$ cat config.mk
export PLATFORM = sky130hd
export DESIGN_NAME = fclassify_pipe_flat
export DESIGN_NICKNAME = d
export VERILOG_FILES = /design/src/rtl/fclassify_pkg.sv /design/src/rtl/fclassify_if.sv /design/src/rtl/fclassify_unpack.sv /design/src/rtl/fclassify_pipe.sv /design/src/flat_wrapper.sv
export SDC_FILE = /design/constraint.sdc
export NUM_CORES = 1
export LEC_CHECK = 0
export ABC_CLOCK_PERIOD_IN_PS = 1650
export BUFFER_PORTS_ARGS = -buffer_cell sky130_fd_sc_hd__buf_2
export CORE_MARGIN = 2
export CORE_UTILIZATION = 41
export DETAILED_ROUTE_END_ITERATION = 8
export PLACE_DENSITY = 0.85
export SLEW_MARGIN = 20
export SYNTH_ARGS = -nofsm -noshare
export SYNTH_HDL_FRONTEND = slang
export SYNTH_HIERARCHICAL = 1
export SYNTH_SLANG_ARGS = --single-unit
$ cat constraint.sdc
create_clock -name clk -period 1.65 [get_ports clk]
set_clock_uncertainty 0.2 [all_clocks]
set_input_delay 0.165 -clock clk [delete_from_list [all_inputs] [get_ports clk]]
set_output_delay 0.165 -clock clk [all_outputs]
set_load 0.005 [all_outputs]
$ cat src/rtl/fclassify_pkg.sv
`default_nettype none
// ============================================================================
// Module      : fclassify_pkg
// Description : Shared types and constants for the pipelined FCLASS unit:
//               format encodings, FCLASS mask bit indices, the per-operand
//               classification flag bundle and the mask encoder.
// Revision    : 1.0 - initial release
// ============================================================================
package fclassify_pkg;

  // Operand format code carried alongside the raw operand.
  typedef enum logic [1:0] {
    FMT_S = 2'b00,
    FMT_D = 2'b01,
    FMT_H = 2'b10,
    FMT_Q = 2'b11
  } fmt_e;

  // Bit positions inside the 10-bit FCLASS result mask.
  localparam int CLS_NINF  = 0;
  localparam int CLS_NNORM = 1;
  localparam int CLS_NSUB  = 2;
  localparam int CLS_NZERO = 3;
  localparam int CLS_PZERO = 4;
  localparam int CLS_PSUB  = 5;
  localparam int CLS_PNORM = 6;
  localparam int CLS_PINF  = 7;
  localparam int CLS_SNAN  = 8;
  localparam int CLS_QNAN  = 9;

  // Classification flags held in the first pipeline stage. A value with
  // none of nan/inf/zero/subnorm set is a normal number.
  typedef struct packed {
    logic s;
    logic nan;
    logic snan;
    logic subnorm;
    logic zero;
    logic inf;
    logic illegal;
  } fclass_flags_t;

  // One-hot FCLASS mask from the flag bundle; an illegal format yields zero.
  function automatic logic [9:0] f_class_mask(input fclass_flags_t f);
    logic [9:0] m;
    m = '0;
    if (f.illegal) begin
      m = '0;
    end else if (f.nan) begin
      m[f.snan ? CLS_SNAN : CLS_QNAN] = 1'b1;
    end else if (f.inf) begin
      m[f.s ? CLS_NINF : CLS_PINF] = 1'b1;
    end else if (f.zero) begin
      m[f.s ? CLS_NZERO : CLS_PZERO] = 1'b1;
    end else if (f.subnorm) begin
      m[f.s ? CLS_NSUB : CLS_PSUB] = 1'b1;
    end else begin
      m[f.s ? CLS_NNORM : CLS_PNORM] = 1'b1;
    end
    return m;
  endfunction

endpackage
`default_nettype wire

$ cat src/rtl/fclassify_if.sv
`default_nettype none
// ============================================================================
// Module      : fclassify_if
// Description : Operand/result handshake bundle for fclassify_pipe.
//               Input side : InValid/InReady, X, Fmt
//               Output side: OutValid/OutReady, ClassRes, FmtIllegal
//               Accumulator: ClassAcc (sticky class OR), ClassAccClr
//               slave  modport - the classifier
//               master modport - the operand source / result sink
// Revision    : 1.0 - initial release
// ============================================================================
interface fclassify_if
  import fclassify_pkg::*;
#(
  parameter int XLEN = 64,
  parameter int FLEN = 64
);
  logic            InValid;
  logic            InReady;
  logic [FLEN-1:0] X;
  fmt_e            Fmt;
  logic            OutValid;
  logic            OutReady;
  logic [XLEN-1:0] ClassRes;
  logic            FmtIllegal;
  logic [9:0]      ClassAcc;
  logic            ClassAccClr;

  modport slave (
    input  InValid, X, Fmt, OutReady, ClassAccClr,
    output InReady, OutValid, ClassRes, FmtIllegal, ClassAcc
  );

  modport master (
    output InValid, X, Fmt, OutReady, ClassAccClr,
    input  InReady, OutValid, ClassRes, FmtIllegal, ClassAcc
  );
endinterface
`default_nettype wire

$ cat src/rtl/fclassify_unpack.sv
`default_nettype none
// ============================================================================
// Module      : fclassify_unpack
// Description : Combinational front end of the classifier. Checks that the
//               requested format is enabled, verifies NaN-boxing for formats
//               narrower than FLEN, splits sign/exponent/fraction and reduces
//               them to a classification flag bundle.
// Ports       : i_x     - raw FLEN-bit operand
//               i_fmt   - operand format code
//               o_flags - classification flags (illegal set for a disabled
//                         format, nan set for a broken NaN-box)
// Revision    : 1.0 - initial release
// ============================================================================
module fclassify_unpack
  import fclassify_pkg::*;
#(
  parameter int FLEN = 64,
  parameter int HEN  = 1,
  parameter int DEN  = 1,
  parameter int QEN  = 0
) (
  input  wire logic [FLEN-1:0] i_x,
  input  fmt_e                 i_fmt,
  output fclass_flags_t        o_flags
);

  localparam bit c_en_h = (HEN != 0) && (FLEN >= 16);
  localparam bit c_en_d = (DEN != 0) && (FLEN >= 64);
  localparam bit c_en_q = (QEN != 0) && (FLEN >= 128);

  // Bits [FLEN-1:w] of the operand, i.e. the region that must be all ones
  // for a correctly NaN-boxed w-bit value. Empty when w >= FLEN.
  function automatic logic [127:0] f_box_mask(input int w);
    logic [127:0] m;
    m = '0;
    for (int i = 0; i < 128; i++) begin
      if ((i >= w) && (i < FLEN)) m[i] = 1'b1;
    end
    return m;
  endfunction

  localparam logic [127:0] c_box_h = f_box_mask(16);
  localparam logic [127:0] c_box_s = f_box_mask(32);
  localparam logic [127:0] c_box_d = f_box_mask(64);

  // Operand zero-padded to the widest format so every field slice is legal
  // regardless of FLEN.
  logic [127:0] w_x;

  if (FLEN < 128) begin : g_pad_narrow
    assign w_x = {{(128-FLEN){1'b0}}, i_x};
  end else begin : g_pad_full
    assign w_x = i_x;
  end

  logic w_box_ok_h;
  logic w_box_ok_s;
  logic w_box_ok_d;

  assign w_box_ok_h = ((w_x & c_box_h) == c_box_h);
  assign w_box_ok_s = ((w_x & c_box_s) == c_box_s);
  assign w_box_ok_d = ((w_x & c_box_d) == c_box_d);

  logic w_en;
  logic w_box_ok;
  logic w_sign;
  logic w_exp_ones;
  logic w_exp_zero;
  logic w_frac_zero;
  logic w_frac_msb;

  always_comb begin
    w_en        = 1'b0;
    w_box_ok    = 1'b1;
    w_sign      = 1'b0;
    w_exp_ones  = 1'b0;
    w_exp_zero  = 1'b0;
    w_frac_zero = 1'b0;
    w_frac_msb  = 1'b0;
    case (i_fmt)
      FMT_S: begin
        w_en        = 1'b1;
        w_box_ok    = w_box_ok_s;
        w_sign      = w_x[31];
        w_exp_ones  = &w_x[30:23];
        w_exp_zero  = ~|w_x[30:23];
        w_frac_zero = ~|w_x[22:0];
        w_frac_msb  = w_x[22];
      end
      FMT_D: begin
        w_en        = c_en_d;
        w_box_ok    = w_box_ok_d;
        w_sign      = w_x[63];
        w_exp_ones  = &w_x[62:52];
        w_exp_zero  = ~|w_x[62:52];
        w_frac_zero = ~|w_x[51:0];
        w_frac_msb  = w_x[51];
      end
      FMT_H: begin
        w_en        = c_en_h;
        w_box_ok    = w_box_ok_h;
        w_sign      = w_x[15];
        w_exp_ones  = &w_x[14:10];
        w_exp_zero  = ~|w_x[14:10];
        w_frac_zero = ~|w_x[9:0];
        w_frac_msb  = w_x[9];
      end
      FMT_Q: begin
        w_en        = c_en_q;
        w_box_ok    = 1'b1;
        w_sign      = w_x[127];
        w_exp_ones  = &w_x[126:112];
        w_exp_zero  = ~|w_x[126:112];
        w_frac_zero = ~|w_x[111:0];
        w_frac_msb  = w_x[111];
      end
      default: begin
        w_en = 1'b0;
      end
    endcase
  end

  always_comb begin
    o_flags = '0;
    if (!w_en) begin
      o_flags.illegal = 1'b1;
    end else if (!w_box_ok) begin
      // Improperly boxed narrow value reads as the canonical quiet NaN,
      // whose sign is positive.
      o_flags.nan = 1'b1;
    end else begin
      o_flags.s = w_sign;
      if (w_exp_ones) begin
        if (w_frac_zero) begin
          o_flags.inf = 1'b1;
        end else begin
          o_flags.nan  = 1'b1;
          o_flags.snan = ~w_frac_msb;
        end
      end else if (w_exp_zero) begin
        if (w_frac_zero) o_flags.zero    = 1'b1;
        else             o_flags.subnorm = 1'b1;
      end
    end
  end

endmodule
`default_nettype wire

$ cat src/rtl/fclassify_pipe.sv
`default_nettype none
// ============================================================================
// Module      : fclassify_pipe
// Description : Two-stage valid/ready pipelined RISC-V FCLASS unit with a
//               sticky class accumulator.
//               Stage 1 holds the classification flags, stage 2 holds the
//               encoded mask and the illegal-format flag.
// Ports       : clk     - clock
//               reset_n - asynchronous active-low reset
//               bus     - fclassify_if.slave: operand in (InValid/InReady,
//                         X, Fmt), result out (OutValid/OutReady, ClassRes,
//                         FmtIllegal), ClassAcc and its clear ClassAccClr
// Revision    : 1.0 - initial release
// ============================================================================
module fclassify_pipe
  import fclassify_pkg::*;
#(
  parameter int XLEN = 64,
  parameter int FLEN = 64,
  parameter int HEN  = 1,
  parameter int DEN  = 1,
  parameter int QEN  = 0
) (
  input wire logic    clk,
  input wire logic    reset_n,
  fclassify_if.slave  bus
);

  fclass_flags_t w_flags;

  fclassify_unpack #(
    .FLEN (FLEN),
    .HEN  (HEN),
    .DEN  (DEN),
    .QEN  (QEN)
  ) u_unpack (
    .i_x     (bus.X),
    .i_fmt   (bus.Fmt),
    .o_flags (w_flags)
  );

  logic          r_v1;
  fclass_flags_t r_f1;
  logic          r_v2;
  logic [9:0]    r_class;
  logic          r_illegal;
  logic [9:0]    r_acc;

  logic       w_ready1;
  logic       w_ready2;
  logic       w_xfer;
  logic [9:0] w_mask;

  // Backpressure propagates combinationally so a full pipeline can still
  // accept a new operand in the same cycle the result leaves.
  assign w_ready2 = ~r_v2 | bus.OutReady;
  assign w_ready1 = ~r_v1 | w_ready2;
  assign w_xfer   = r_v2 & bus.OutReady;
  assign w_mask   = f_class_mask(r_f1);

  always_ff @(posedge clk or negedge reset_n) begin
    if (!reset_n) begin
      r_v1 <= 1'b0;
      r_f1 <= '0;
    end else if (w_ready1) begin
      r_v1 <= bus.InValid;
      if (bus.InValid) r_f1 <= w_flags;
    end
  end

  always_ff @(posedge clk or negedge reset_n) begin
    if (!reset_n) begin
      r_v2      <= 1'b0;
      r_class   <= '0;
      r_illegal <= 1'b0;
    end else if (w_ready2) begin
      r_v2 <= r_v1;
      if (r_v1) begin
        r_class   <= w_mask;
        r_illegal <= r_f1.illegal;
      end
    end
  end

  // Clear wins over accumulation but still captures a simultaneous
  // delivery, so no delivered class is ever lost. An illegal-format result
  // carries a zero mask and therefore leaves the accumulator untouched.
  always_ff @(posedge clk or negedge reset_n) begin
    if (!reset_n) begin
      r_acc <= '0;
    end else if (bus.ClassAccClr) begin
      r_acc <= w_xfer ? r_class : 10'd0;
    end else if (w_xfer) begin
      r_acc <= r_acc | r_class;
    end
  end

  assign bus.InReady    = w_ready1;
  assign bus.OutValid   = r_v2;
  assign bus.ClassRes   = XLEN'(r_class);
  assign bus.FmtIllegal = r_illegal;
  assign bus.ClassAcc   = r_acc;

endmodule
`default_nettype wire
$ cat src/flat_wrapper.sv
// flat-port wrapper written by rule: the top's interface ports become plain ports
module fclassify_pipe_flat import fclassify_pkg::*;
#(
  parameter int XLEN = 64,
  parameter int FLEN = 64,
  parameter int HEN  = 1,
  parameter int DEN  = 1,
  parameter int QEN  = 0
)
  (clk, reset_n, bus_InValid, bus_X, bus_Fmt, bus_OutReady, bus_ClassAccClr, bus_InReady, bus_OutValid, bus_ClassRes, bus_FmtIllegal, bus_ClassAcc);
  fclassify_if #(.XLEN(XLEN), .FLEN(FLEN)) bus_i ();
  input wire logic clk;
  input wire logic reset_n;
  input wire logic [$bits(bus_i.InValid)-1:0] bus_InValid;
  input wire logic [$bits(bus_i.X)-1:0] bus_X;
  input wire logic [$bits(bus_i.Fmt)-1:0] bus_Fmt;
  input wire logic [$bits(bus_i.OutReady)-1:0] bus_OutReady;
  input wire logic [$bits(bus_i.ClassAccClr)-1:0] bus_ClassAccClr;
  output wire logic [$bits(bus_i.InReady)-1:0] bus_InReady;
  output wire logic [$bits(bus_i.OutValid)-1:0] bus_OutValid;
  output wire logic [$bits(bus_i.ClassRes)-1:0] bus_ClassRes;
  output wire logic [$bits(bus_i.FmtIllegal)-1:0] bus_FmtIllegal;
  output wire logic [$bits(bus_i.ClassAcc)-1:0] bus_ClassAcc;
  assign bus_i.InValid = bus_InValid;
  assign bus_i.X = bus_X;
  assign bus_i.Fmt = bus_Fmt;
  assign bus_i.OutReady = bus_OutReady;
  assign bus_i.ClassAccClr = bus_ClassAccClr;
  assign bus_InReady = bus_i.InReady;
  assign bus_OutValid = bus_i.OutValid;
  assign bus_ClassRes = bus_i.ClassRes;
  assign bus_FmtIllegal = bus_i.FmtIllegal;
  assign bus_ClassAcc = bus_i.ClassAcc;
  fclassify_pipe #(.XLEN(XLEN), .FLEN(FLEN), .HEN(HEN), .DEN(DEN), .QEN(QEN)) u_core (.clk(clk), .reset_n(reset_n), .bus(bus_i));
endmodule
# After elaboration in Yosys (flattened, before gate mapping)
# Cells that the tools add are included.
op_classes:
  eq_ne: 5
  n_bitwise: 7
  muxes: 42
  n_reduce_logical: 28
  order_cmp: 10
op_table:
  columns: ["operator", "n"]
  rows:
  - ["$ge 32x1->1 const B", 5]
  - ["$lt 32x6->1 const B", 5]
  - ["$mux 10", 8]
  - ["$reduce_or 64->1", 1]
  - ["$reduce_or 52->1", 1]
  - ["$eq 48x48->1 const B", 1]
  - ["$eq 32x32->1 const B", 1]
  - ["$reduce_or 23->1", 1]
  - ["$demux 1 s4", 5]
  - ["$pmux 1 s4", 5]
  - ["$mux 1", 12]
  - ["$mux 3", 4]
  - ["$reduce_and 11->1", 1]
  - ["$reduce_or 11->1", 1]
  - ["$or 10x10->10", 1]
  - ["$reduce_or 10->1", 1]
  - ["$mux 2", 4]
  - ["$reduce_and 8->1", 1]
  - ["$reduce_or 8->1", 1]
  - ["$logic_not 1->1", 7]
  - ["$mux 6", 1]
  - ["$logic_and 1x1->1", 5]
  - ["$reduce_and 5->1", 1]
  - ["$reduce_or 5->1", 1]
  - ["other kinds (13)", 18]
totals:
  ff_bits: 30
  out_inout_bits: 77
  word_cells: 104
  inputBits: 71

# Depth between registers and ports, before layout
depth:
  ltp_word: 10
  mapped_depth: 7
  depth_no_buf: 6

# Cells and area by module
# Netlist, hierarchy kept.
modules_own_cells:
  columns: ["mod", "instances", "area_per_inst_um2", "cells_per_inst"]
  rows:
  - ["fclassify_pipe", 1, 1620.3, 155]
  - ["fclassify_unpack", 1, 449.2, 72]

# Worst setup path after synthesis
# No wires, ideal clock.
synth_path:
  kind: "input port to flip-flop"
  startpoint: "input port bus_X[36]"
  endpoint: "register u_core/r_f1[5] (netlist bit)"
  t_arrival_ns: 1.674
  path_buffers: 0
  cell_stages: 6
  setup_slack_ns: -0.351
  path_cell_list: "or4_1 or3_1 nor4_2 o2111a_2 o21ai_0 mux2_1"
synth_rtl:
  columns: ["item", "line_no", "text"]
  rows:
  - ["start: declaration", "flat_wrapper.sv:15", "input wire logic [$bits(bus_i.X)-1:0] bus_X;"]
  - ["end signal: assignment", "fclassify_pipe.sv:67", "if (bus.InValid) r_f1 <= w_flags;"]
  - ["end: declaration", "fclassify_pipe.sv:43", "fclass_flags_t r_f1;"]

==> results by group <==
Run status
  • Outcome: finished with violations
  • Failing checks: negative setup slack

Power and ir drop
  • Internal power: 1310 µW
  • Switching Fraction: between 20 and 30%
  • Static leakage: about 0.0014 µW
  • Logic pwr share: roughly a fifth
  • Net Switching: between 400 and 500 µW
  • P per Cell Area: between 600 and 700 nW/µm²
  • Clock Power Share: ~33%
  • Pwr Total: 1780 µW
  • VDD IR max: 0.000378 V
  • Seq pwr share: 46.0%

Synthesis
  • Register bit total from synthesis: 30
  • Xor/xnor share of the synthesized area: 0%
  • Adder-cell share of the synthesized area: 0%
  • Syn avg cell area: 9.12 µm²
  • Register area share after synthesis: a little over a third
  • Asr flop ratio synth: 100%
  • Largest family of logic cells by synthesized area: simple AND/OR/NAND/NOR gates
  • Synthesized cell area: about 2100 µm²
  • Multiplexer area fraction after synthesis: 6.77%
  • Synthesized instance count: around 230
  • Prevailing post-synth register cell: dfrtp_1
  • Number of synthesized flops with an enable pin: 0
  • Synth cell types: between 40 and 50
  • Compound-Gate Fraction of Synth Area: a little over 10%
  • Ys Warns: 6
  • Synth Area in Simple Gates: a little under a quarter

STA
  • Hold violation total from the final report: 0
  • Slew HR: 57.8%
  • Slew @ Worst Pin: 0.634 ns
  • Final worst slack: -0.224 ns
  • Worst hold slack: about 0.027 ns
  • Setup TNS: -0.834 ns
  • Setup-failing EPs final: 5
  • F_max: about 530 MHz
  • Unrepaired setup endpoints after global routing: yes
  • Slew Limit Fails: 0
  • Fin crit period: between 1.5 and 2 ns
  • Period utilisation layout: 114%

Placed design
  • Post-detail-place hpwl: between 3 and 4 mm
  • GPL Wtd Cong: around 0.75
  • IO Port Bufs: 93

Global route
  • Global-route wire length before repair: around 7.4 mm
  • Number of global-route vias before repair: 1,753
  • Initial antenna violation count: 0
  • Met3 usage: approximately 3.3%
  • GR Layer Usage met2: 33.0%
  • GRT overflow: 0
  • Met1 usage: a little under a fifth
  • Largest net degree at the start of global routing: 31
  • GR peak layer: met2
  • All-layer global routing usage: approximately 17%

Critical path
  • R2R cell count: 3
  • Crit path DAT: roughly 1.8 ns
  • CP Class: in -> reg
  • Endpoint class of the critical path: register
  • Startpoint Class: input pin
  • Max FO, Critical Path: 5
  • Worst setup startpoint: bus_X[36]
  • Crit path to: u_core/r_f1[4]
  • R2R Setup Slk: around 0.22 ns
  • Crit path max-delay cell type: or4_1
  • RR Startpoint: u_core/r_v1
  • Top delay family on crit path: simple AND/OR/NAND/NOR gates
  • Worst path max stage delay: 0.49 ns
  • Worst path required time: between 1.5 and 2 ns
  • Crit path cell chain: buf_6 > or4_1 > or3_1 > nor4_2 > o2111a_2 > nor3_1 > mux2_4
  • Worst path buffer plus inverter count: 1
  • Crit. path cell count: 7
  • Worst reg2reg endpoint: u_core/r_f1[0]

Detailed routing
  • DRT iter0 DRCs: a little under 70
  • Vias/cell: 4.69
  • Post-DRT Antenna Nets: 0
  • Routed wire length: slightly below 5 mm
  • DR vias: approximately 1,900
  • Remaining DRCs: 0
  • Drt pass-1 iters: 4
  • Avg WL per Cell: roughly 12 µm

CTS
  • Cts bufs inserted: 5
  • Clock root buffer master: clkbuf_8
  • Clock Sinks: 30
  • Postcts setup bufs: 0
  • TritonCTS clock tree: yes
  • Longest Clk Path Bufs: 2
  • H-tree depth: 2
  • Reg clk slew, reported paths: approximately 0.060 ns
  • Clk Latency, worst-skew pair: roughly 0.28 ns

Die
  • Boundary pin count: about 150
  • Site row count: 25
  • Core area: 4790 µm²
  • Die span in x: 75.0 µm
  • DIE AREA: around 5600 µm²
  • Die height: between 70 and 80 µm
  • Initial Util: a little over two fifths

Flow run
  • Max cap viols: 0

Finish
  • Utilization after layout: between 50 and 60%
  • Diode count: 0
  • Nets@finish: between 400 and 500
  • Most frequent cells in the layout: buf_2, conb_1, dfrtp_1
  • Commonest non-fill, non-tap cell in the layout: buf_2
  • P&R area growth vs syn: 29.9%
  • Share of cells above drive strength 1: between 30% and 40%

Worst hold path
  • Hold depth: 3
  • HP Class: in -> reg
==> timing repair <==
action	4_1_cts	5_1_grt
hold buffers	3	0
setup endpoints to repair	5	5
resized for setup	5	3
pin swaps	1	2
hold endpoints to repair	39	0
==> state kept, by name, indices dropped and copies added (netlist names) <==
signal	count
u_core/bus.OutValid	1
u_core/r_v1	1
u_core/r_f1	7
u_core/bus.ClassAcc	10
u_core/bus.FmtIllegal	1
u_core/r_class	10
==> final cells by class <==
| class | instances | area (µm²) |
|---|---|---|
| clock buffer | 7 | 86.3 |
| fill | 439 | 2100 |
| sequential | 30 | 751 |
| tap | 67 | 83.8 |
| multi-input combinational | 178 | 1050 |
| clock inverter | 1 | 5.00 |
| inverter | 13 | 48.8 |
| timing repair buffer | 116 | 658 |
==> kinds of logic (layout without fill, tap and decap cells) <==
logic type	after synthesis	count (layout)
AND/OR/NAND/NOR	82	82
flip-flops	30	30
other	1	54
AO/OA/AOI/OAI	30	30
buffers and inverters	72	137
multiplexers	12	12
==> per-stage QoR <==
step | worst slack (ns) | instance area (µm²) | instances
6_report | -0.224 | 2690 | 412
3_3_place_gp | -0.543 | 2530 | 401
4_1_cts | -0.233 | 2670 | 412
2_1_floorplan | -0.351 | 2270 | 280
3_5_place_dp | -0.573 | 2530 | 401
5_1_grt | -0.325 | 2690 | 412
==> cell usage after synthesis (2+ instances only) <==
cell	number	area share, %
inv_1	13	2.4
buf_4	54	20
nand4b_1	2	0.85
o21ai_1	2	0.48
o2bb2ai_1	8	3.4
or3_1	2	0.60
nor2_1	8	1.5
nor4_1	14	4.2
nand2_1	14	2.5
dfrtp_1	30	36
mux2_1	8	4.4
o21ai_0	10	2.4
nand2b_1	2	0.60
nand4_1	15	4.5
a21oi_1	2	0.48
nor3_1	3	0.73
clkbuf_1	2	0.36
and3b_1	2	0.85
nand3_1	6	1.5
mux2i_1	2	0.97
mux2_4	2	1.5
nor3b_1	2	0.73
or4_1	2	0.73
==> worst register-to-register path: stages, from the launching register on <==
cell and delay [ns]:
dfrtp_1 0.46, nand3b_2 0.15, nand2_4 0.16, mux2_1 0.33
==> power by group through the flow <==
stage	sequential, µW	combinational (µW)	clock [µW]
6_report	820	379	585
5_1_grt	829	428	640
4_1_cts	820	374	601
3_5_place_dp	833	360	0
3_3_place_gp	832	352	0
2_1_floorplan	831	253	0
==> worst min-delay path by stage <==
stage	startpoint	slack [ns]	end
6_report	bus_OutReady	0.03	u_core/r_v1
3_5_place_dp	reset_n	0.02	u_core/bus.ClassAcc[9]
2_1_floorplan	reset_n	-0.33	u_core/bus.ClassAcc[0]
3_3_place_gp	reset_n	0.005	u_core/bus.ClassAcc[9]
4_1_cts	bus_OutReady	0.02	u_core/r_v1
5_1_grt	bus_OutReady	0.06	u_core/r_v1
==> per-layer routing <==
layer,routed length [µm],part of all wire (%)
met3,341,7.1
met5,0,0
met1,1800,38
met2,2620,55
met4,40,0.83
No activity file was read; power rests on OpenSTA's default activity.
